===== src/rtl/fsm_path_driver.sv =====
// Path-command stimulus driver for the INIT/READ1/READ2/READ3 recognizer, with an
// optional shadow recognizer and mismatch checker compiled in by FSM_PATH_CHK_EN.
module fsm_path_driver #(
  parameter int ERR_CNT_W = 8
) (
  input  logic                 clock,
  input  logic                 reset_n,
  input  logic                 cmd_valid,
  output logic                 cmd_ready,
  input  logic [1:0]           cmd_path,
  input  logic [3:0]           cmd_loops,
  output logic                 drv_in1,
  output logic                 drv_in2,
  output logic                 drv_in3,
  input  logic                 mon_out1,
  input  logic                 mon_out2,
  output logic                 busy,
  output logic                 done,
  output logic                 cmd_err,
  output logic                 chk_err,
  output logic [ERR_CNT_W-1:0] chk_err_cnt
);

  typedef enum logic [1:0] {
    S_IDLE = 2'd0,
    S_RUN  = 2'd1,
    S_FIN  = 2'd2
  } ctl_state_t;

  ctl_state_t r_state;
  logic [1:0] r_path;
  logic [4:0] r_remain;
  logic [2:0] r_drv;
  logic       r_ready;
  logic       r_busy;
  logic       r_done;
  logic       r_cmd_err;

  // r_remain counts vectors still to emit after the one currently on r_drv.
  always_ff @(posedge clock or negedge reset_n) begin
    if (!reset_n) begin
      r_state   <= S_IDLE;
      r_path    <= 2'd0;
      r_remain  <= 5'd0;
      r_drv     <= 3'b000;
      r_ready   <= 1'b1;
      r_busy    <= 1'b0;
      r_done    <= 1'b0;
      r_cmd_err <= 1'b0;
    end else begin
      r_done    <= 1'b0;
      r_cmd_err <= 1'b0;
      case (r_state)
        S_IDLE: begin
          r_drv <= 3'b000;
          if (cmd_valid && r_ready) begin
            r_path <= cmd_path;
            case (cmd_path)
              2'd0: begin
                r_drv    <= 3'b110;
                r_remain <= {1'b0, cmd_loops} + 5'd1;
                r_state  <= S_RUN;
                r_ready  <= 1'b0;
                r_busy   <= 1'b1;
              end
              2'd1: begin
                r_drv    <= 3'b100;
                r_remain <= 5'd2;
                r_state  <= S_RUN;
                r_ready  <= 1'b0;
                r_busy   <= 1'b1;
              end
              2'd2: begin
                r_drv    <= 3'b000;
                r_remain <= {1'b0, cmd_loops};
                r_state  <= S_RUN;
                r_ready  <= 1'b0;
                r_busy   <= 1'b1;
              end
              default: r_cmd_err <= 1'b1;
            endcase
          end
        end
        S_RUN: begin
          if (r_remain == 5'd0) begin
            r_drv   <= 3'b000;
            r_state <= S_FIN;
          end else begin
            r_remain <= r_remain - 5'd1;
            case (r_path)
              2'd0:    r_drv <= (r_remain == 5'd1) ? 3'b010 : 3'b001;
              2'd1:    r_drv <= (r_remain == 5'd1) ? 3'b000 : 3'b100;
              default: r_drv <= 3'b000;
            endcase
          end
        end
        S_FIN: begin
          r_drv   <= 3'b000;
          r_done  <= 1'b1;
          r_busy  <= 1'b0;
          r_ready <= 1'b1;
          r_state <= S_IDLE;
        end
        default: begin
          r_drv   <= 3'b000;
          r_busy  <= 1'b0;
          r_ready <= 1'b1;
          r_state <= S_IDLE;
        end
      endcase
    end
  end

  assign cmd_ready = r_ready;
  assign busy      = r_busy;
  assign done      = r_done;
  assign cmd_err   = r_cmd_err;
  assign drv_in1   = r_drv[2];
  assign drv_in2   = r_drv[1];
  assign drv_in3   = r_drv[0];

`ifdef FSM_PATH_CHK_EN
  typedef enum logic [1:0] {
    SH_INIT  = 2'd0,
    SH_READ1 = 2'd1,
    SH_READ2 = 2'd2,
    SH_READ3 = 2'd3
  } shadow_state_t;

  shadow_state_t        r_shadow;
  logic                 r_chk_err;
  logic [ERR_CNT_W-1:0] r_chk_cnt;
  logic [1:0]           w_exp;

  always_comb begin
    w_exp = 2'b10;
    case (r_shadow)
      SH_INIT:  w_exp = 2'b10;
      SH_READ1: w_exp = 2'b01;
      SH_READ2: w_exp = 2'b11;
      SH_READ3: w_exp = 2'b11;
      default:  w_exp = 2'b10;
    endcase
  end

  // Shadow and monitored outputs both reflect pre-edge state, so they compare directly.
  always_ff @(posedge clock or negedge reset_n) begin
    if (!reset_n) begin
      r_shadow  <= SH_INIT;
      r_chk_err <= 1'b0;
      r_chk_cnt <= '0;
    end else begin
      case (r_shadow)
        SH_INIT: begin
          if (r_drv[2] && r_drv[1])       r_shadow <= SH_READ1;
          else if (r_drv[2] && !r_drv[1]) r_shadow <= SH_READ2;
        end
        SH_READ1: begin
          if (r_drv[0])      r_shadow <= SH_READ1;
          else if (r_drv[1]) r_shadow <= SH_INIT;
        end
        SH_READ2: if (|r_drv) r_shadow <= SH_READ3;
        SH_READ3: r_shadow <= SH_INIT;
        default:  r_shadow <= SH_INIT;
      endcase
      if ({mon_out1, mon_out2} != w_exp) begin
        r_chk_err <= 1'b1;
        if (r_chk_cnt != {ERR_CNT_W{1'b1}}) r_chk_cnt <= r_chk_cnt + 1'b1;
      end
    end
  end

  assign chk_err     = r_chk_err;
  assign chk_err_cnt = r_chk_cnt;
`else
  wire w_unused_mon = mon_out1 ^ mon_out2;
  assign chk_err     = 1'b0;
  assign chk_err_cnt = '0;
`endif

endmodule


===== config.mk =====
export PLATFORM = sky130hd
export DESIGN_NAME = fsm_path_driver
export DESIGN_NICKNAME = d
export VERILOG_FILES = /design/src/rtl/fsm_path_driver.sv
export SDC_FILE = /design/constraint.sdc
export NUM_CORES = 1
export LEC_CHECK = 0
export ABC_AREA = 1
export BUFFER_PORTS_ARGS = -buffer_cell sky130_fd_sc_hd__buf_4
export CAP_MARGIN = 20
export CORE_UTILIZATION = 25
export DETAILED_ROUTE_END_ITERATION = 16
export SLEW_MARGIN = 30
export SYNTH_ARGS = -nofsm -noshare
export SYNTH_HDL_FRONTEND = slang
export SYNTH_SLANG_ARGS = --single-unit

===== constraint.sdc =====
create_clock -name clock -period 3.2 [get_ports clock]
set_clock_uncertainty 0.15 [all_clocks]
set_input_delay 0.32 -clock clock [delete_from_list [all_inputs] [get_ports clock]]
set_output_delay 0.32 -clock clock [all_outputs]
set_load 0.005 [all_outputs]

**Word level (Yosys, flattened, before mapping)**

Cells that the tools add are included.
W data, S select, Z words.

- Bitwise operators: 1
- Add/subtract/negate cells: 2
- Muxes and demuxes: 25
- Reductions and logical operators: 11
- Equal/unequal tests: 11

Operator list:

| kind | number |
|---|---|
| $pmux W3 S2 | 3 |
| $pmux W5 S3 | 1 |
| $mux W5 | 2 |
| $pmux W5 S2 | 1 |
| $mux W3 | 3 |
| $mux W1 | 8 |
| $mux W2 | 4 |
| $ne A2 B2 Y1 const B | 4 |
| $eq A2 B1 Y1 const B | 3 |
| $logic_not A2 Y1 | 3 |
| $reduce_and A3 Y1 | 2 |
| $add A4 B1 Y5 const B | 1 |
| $eq A5 B1 Y1 const B | 1 |
| $logic_not A5 Y1 | 1 |
| $sub A5 B1 Y5 const B | 1 |
| $eq A2 B2 Y1 const B | 2 |
| $ne A4 B1 Y1 const B | 1 |
| $pmux W1 S2 | 2 |
| $pmux W2 S2 | 1 |
| $reduce_and A4 Y1 | 1 |
| $reduce_or A3 Y1 | 1 |
| $reduce_and A2 Y1 | 1 |
| $reduce_bool A2 Y1 | 1 |
| $logic_and A1 B1 Y1 | 1 |
| $not A1 Y1 | 1 |

- Flip-flop bits (word level): 16
- Output and inout bits: 16
- Logic and storage cells: 58
- Input bits: 11

**Longest topological paths before layout**

- Depth in word-level cells: 5
- Gate-level depth with buffers: 9

**Worst setup path after synthesis**

OpenSTA, ideal clock, no wires.

- Kind: input to register
- Start point: input cmd_path[0]
- End point: register r_remain[3]
- Path slack: 1.770 ns
- Setup time: 0.117 ns
- Arrival time: 1.163 ns
- Stages on the path: 8
- Cells stage by stage: inv_1 ha_1 nor2_1 nand2_1 nand2_1 nand3_1 nand3_1 nand2_1

- Word-level cells in the longest chain between the ends: 4
- Elaborated cells on any way between the ends: 8
- Those cells by class: eq/ne: 3; mux: 3; reduce/logical: 2

RTL lines:

| element | RTL line | text |
|---|---|---|
| start: declaration | 10 | `input logic [1:0] cmd_path,` |
| $eq A2 B2 Y1 (tied with other cells) | 58 | `case (cmd_path)` |
| $pmux W5 S3 | 58 |  |
| $mux W5 | 56 | `if (cmd_valid && r_ready) begin` |
| $pmux W5 S2 | 53 | `case (r_state)` |
| end signal: assignment | 61 | `r_remain <= {1'b0, cmd_loops} + 5'd1;` |
| end signal: assignment | 75 | `r_remain <= {1'b0, cmd_loops};` |
| end signal: assignment | 89 | `r_remain <= r_remain - 5'd1;` |
| end: declaration | 32 | `logic [4:0] r_remain;` |

Several ways; a longest one is shown, not always the timed one. The select of a mux whose other input is x is not followed.
A chain may end at the register's enable or synchronous reset.

**Worst setup path after layout**

- Start point: register r_remain[0]
- End point: register r_remain[2]

- Word-level cells in the longest chain between the ends: 3
- Elaborated cells on any way between the ends: 6
- Those cells by class: add/sub: 1; eq/ne: 1; mux: 2; reduce/logical: 2

RTL lines:

| element | RTL line |
|---|---|
| $sub A5 B1 Y5 or $logic_not A5 Y1 (tied branches) | 89, 85 |
| $mux W5 or $ne A2 B2 Y1 (tied branches) | n/a |
| $pmux W5 S2 or $reduce_and A4 Y1 (tied branches) | n/a |

Several ways; a longest one is shown, not always the timed one. The select of a mux whose other input is x is not followed.

==> flow_summary.ini <==
[place]
preCtsSetupSlack_ns = 1.56
portBuffers = 15
dp_hpwl_um = 1490
placed_cells = 200
gp_congestion = 0.836

[pwr]
peakVddDrop_mv = 0.194
cellLeakagePower_nw = 0.676
p_per_area_nw_per_um2 = 768

[worst_hold_path]
hold_class = in -> reg

[synthesis]
synthMuxAreaShare = 0
ys_ff_latch = 16
synth_compound_area_frac = 0.0591
synthXorXnorAreaFrac = 0.00827
syn_area_um2 = 1060
synth_top_family_by_area = simple AND/OR/NAND/NOR gates
yosysUniqueCellTypes = 26
synthSimpleGateAreaFrac = 0.313
yosys_warnings = 0
synth_fa_ha_area_frac = 0.106
syn_avg_cell_area_um2 = 7.78
ys_seq_area_frac = 0.379
syn-instance-count = 136

[finish]
num_antenna_cells = 0
drive_gt1_frac = 0.200
finalNonFillerCells = 205
nets = 176
layout_common_cells = nand2_1 (40), dfrtp_1 (15), buf_4 (15), inv_1 (14), nand3_1 (12)
final_common_cell = nand2_1
nFillCells = 448
area_growth_pct = 19.1

[worst_setup_path]
max_stage_delay_ns = 0.42
rr_startpoint = r_remain[0]
crit_required_ns = 3.20
critPathBufInv = 1
crit_path_end_kind = register
cp.arrival_ns = 1.44
path_cells = inv_1 -> ha_1 -> nand3_2 -> nand2_4 -> nand2_4 -> nand3_1 -> nand2_1
crit_top_cell = nand2_4
startpoint = r_remain[0]
crit_slowest_cell = dfrtp_1
timing.rr.end = r_remain[2]
crit_type = reg -> reg
cp_num_cells = 7
critPathLaunchType = register
critPathTopFamily = simple AND/OR/NAND/NOR gates
path_max_fanout = 6
r2r_slack_ns = 1.76
critPathCapture = r_remain[2]
reg2reg_depth = 7

[clock_tree]
cts.sinks = 16
numCtsBuffers = 3
cts_max_path_buffers = 2
path_clk_slew_ns = 0.07
clk_latency_ns = 0.25
cts_tree = built
root_buffer = clkbuf_8
cts_resized = 0
post_cts_buffers = 0
h-tree-depth = 1

[drt]
drt_pre_antenna_iters = 4
vias = 848
drtIter0Drc = 32
drcViolationCount = 0
drt-total-wl_um = 1870
via_per_inst = 4.14
wire_per_inst_um = 9.14
ant_nets = 0

[floorplan]
die_y_um = 67.1
boundaryPins = 27
die_area_um2 = 4500
coreArea_um2 = 4030
initial_core_util = 0.263
fp-row-count = 23
die_w_um = 67.1

[grt]
grt_max_degree = 17
grtUsageTotal = 0.0995
grt_pass1_wl_um = 3260
overflow = 0
antenna_found_initial = 0
grt_pass1_vias = 754

[timing]
fmax_mhz = 695
hold_viol = 0
fin_crit_ns = 1.44
rsz0062_at_grt = false
finalCritPeriodShare = 0.449
finalSetupViolCount = 0
tns_ns = 0
fin_ws_ns = 1.76
maxSlewViolCount = 0

[status]
status = completed

[flow_run]
drv_cap = 0
-- state kept, by name, indices dropped and copies added (netlist names) --
signal and count:
r_remain 5, cmd_ready 1, r_path 2, busy 1
r_drv 3, cmd_err 1, r_state 2, done 1
-- timing repair --
item / in CTS / in global routing
endpoints found under the setup margin: 0 / 0
hold buffers: 1 / 0
endpoints found under the hold margin: 16 / 0
-- cells in the mapped netlist --
master	n	area, um2
a21boi_0	1	7.51
a21oi_1	1	5.00
buf_4	9	67.6
conb_1	1	3.75
dfrtp_1	15	375
dfstp_2	1	26.3
ha_1	9	113
inv_1	14	52.6
inv_2	3	11.3
inv_4	1	6.26
nand2_1	40	150
nand2_2	1	6.26
nand2_4	3	33.8
nand3_1	12	60.1
nand3_2	1	10.0
nand3b_1	1	7.51
nand4_1	1	6.26
nor2_1	9	33.8
nor2_2	1	6.26
nor2_4	1	11.3
nor4_1	1	6.26
o21a_1	1	7.51
o21ai_0	5	25.0
o21ai_1	1	5.00
o22ai_1	2	12.5
xnor2_1	1	8.76
-- power by group --
part           switching, mW  leakage (nW)  internal, mW  total, mW
clock network         0.0738        0.0288         0.109      0.183
logic                  0.262         0.442         0.181      0.443
registers             0.0594         0.205         0.283      0.342
-- tightest hold or removal path, stage by stage --
cell     delay, ns
buf_4         0.10
nand2_1       0.05
o21ai_0       0.05
-- kinds of logic after synthesis --
family	count (synthesis)
AND/OR/NAND/NOR	71
buffers and inverters	27
flip-flops	16
AO/OA/AOI/OAI	11
adder cells (fa/ha/maj)	9
XOR/XNOR	1
other	1
-- cell type report --
class,instances,area (um2),area share
clock buffer,4,55.1,0.0437
inverter,18,70.1,0.0556
multi-input combinational,101,549,0.436
sequential,16,402,0.318
tap,50,62.6,0.0496
timing repair buffer,16,123,0.0972
-- through the flow --
stage          utilization  hold WS, ns  power (mW)  area, um2
2_1_floorplan            -       -0.126       0.675       1090
4_1_cts              0.313        0.160       0.979       1260
6_report             0.313        0.156       0.968       1260
5_1_grt              0.313        0.161        1.07       1260
3_5_place_dp         0.297       0.0410       0.792       1200
3_3_place_gp         0.297       0.0383       0.788       1200
-- worst min path at each step --
stage                      startpoint         to  slack (ns)  cells after the start
final                     cmd_path[0]  r_path[0]        0.16                      3
after global routing      cmd_path[0]  r_path[0]        0.16                      3
after CTS                 cmd_path[0]  r_path[0]        0.16                      3
after detailed placement      reset_n  r_path[1]        0.04                      1
after global placement        reset_n   r_drv[2]        0.04                      1
after floorplan               reset_n       busy       -0.13                      0
-- metal layers --
| layer | global-route usage | routed length (um) |
|---|---|---|
| met4 | 0.0638 | 58 |
| met1 | 0.133 | 983 |
| met2 | 0.143 | 776 |
| met3 | 0.0205 | 54 |
| met5 | 0 | 0 |
(Power assumes the default switching activity.)
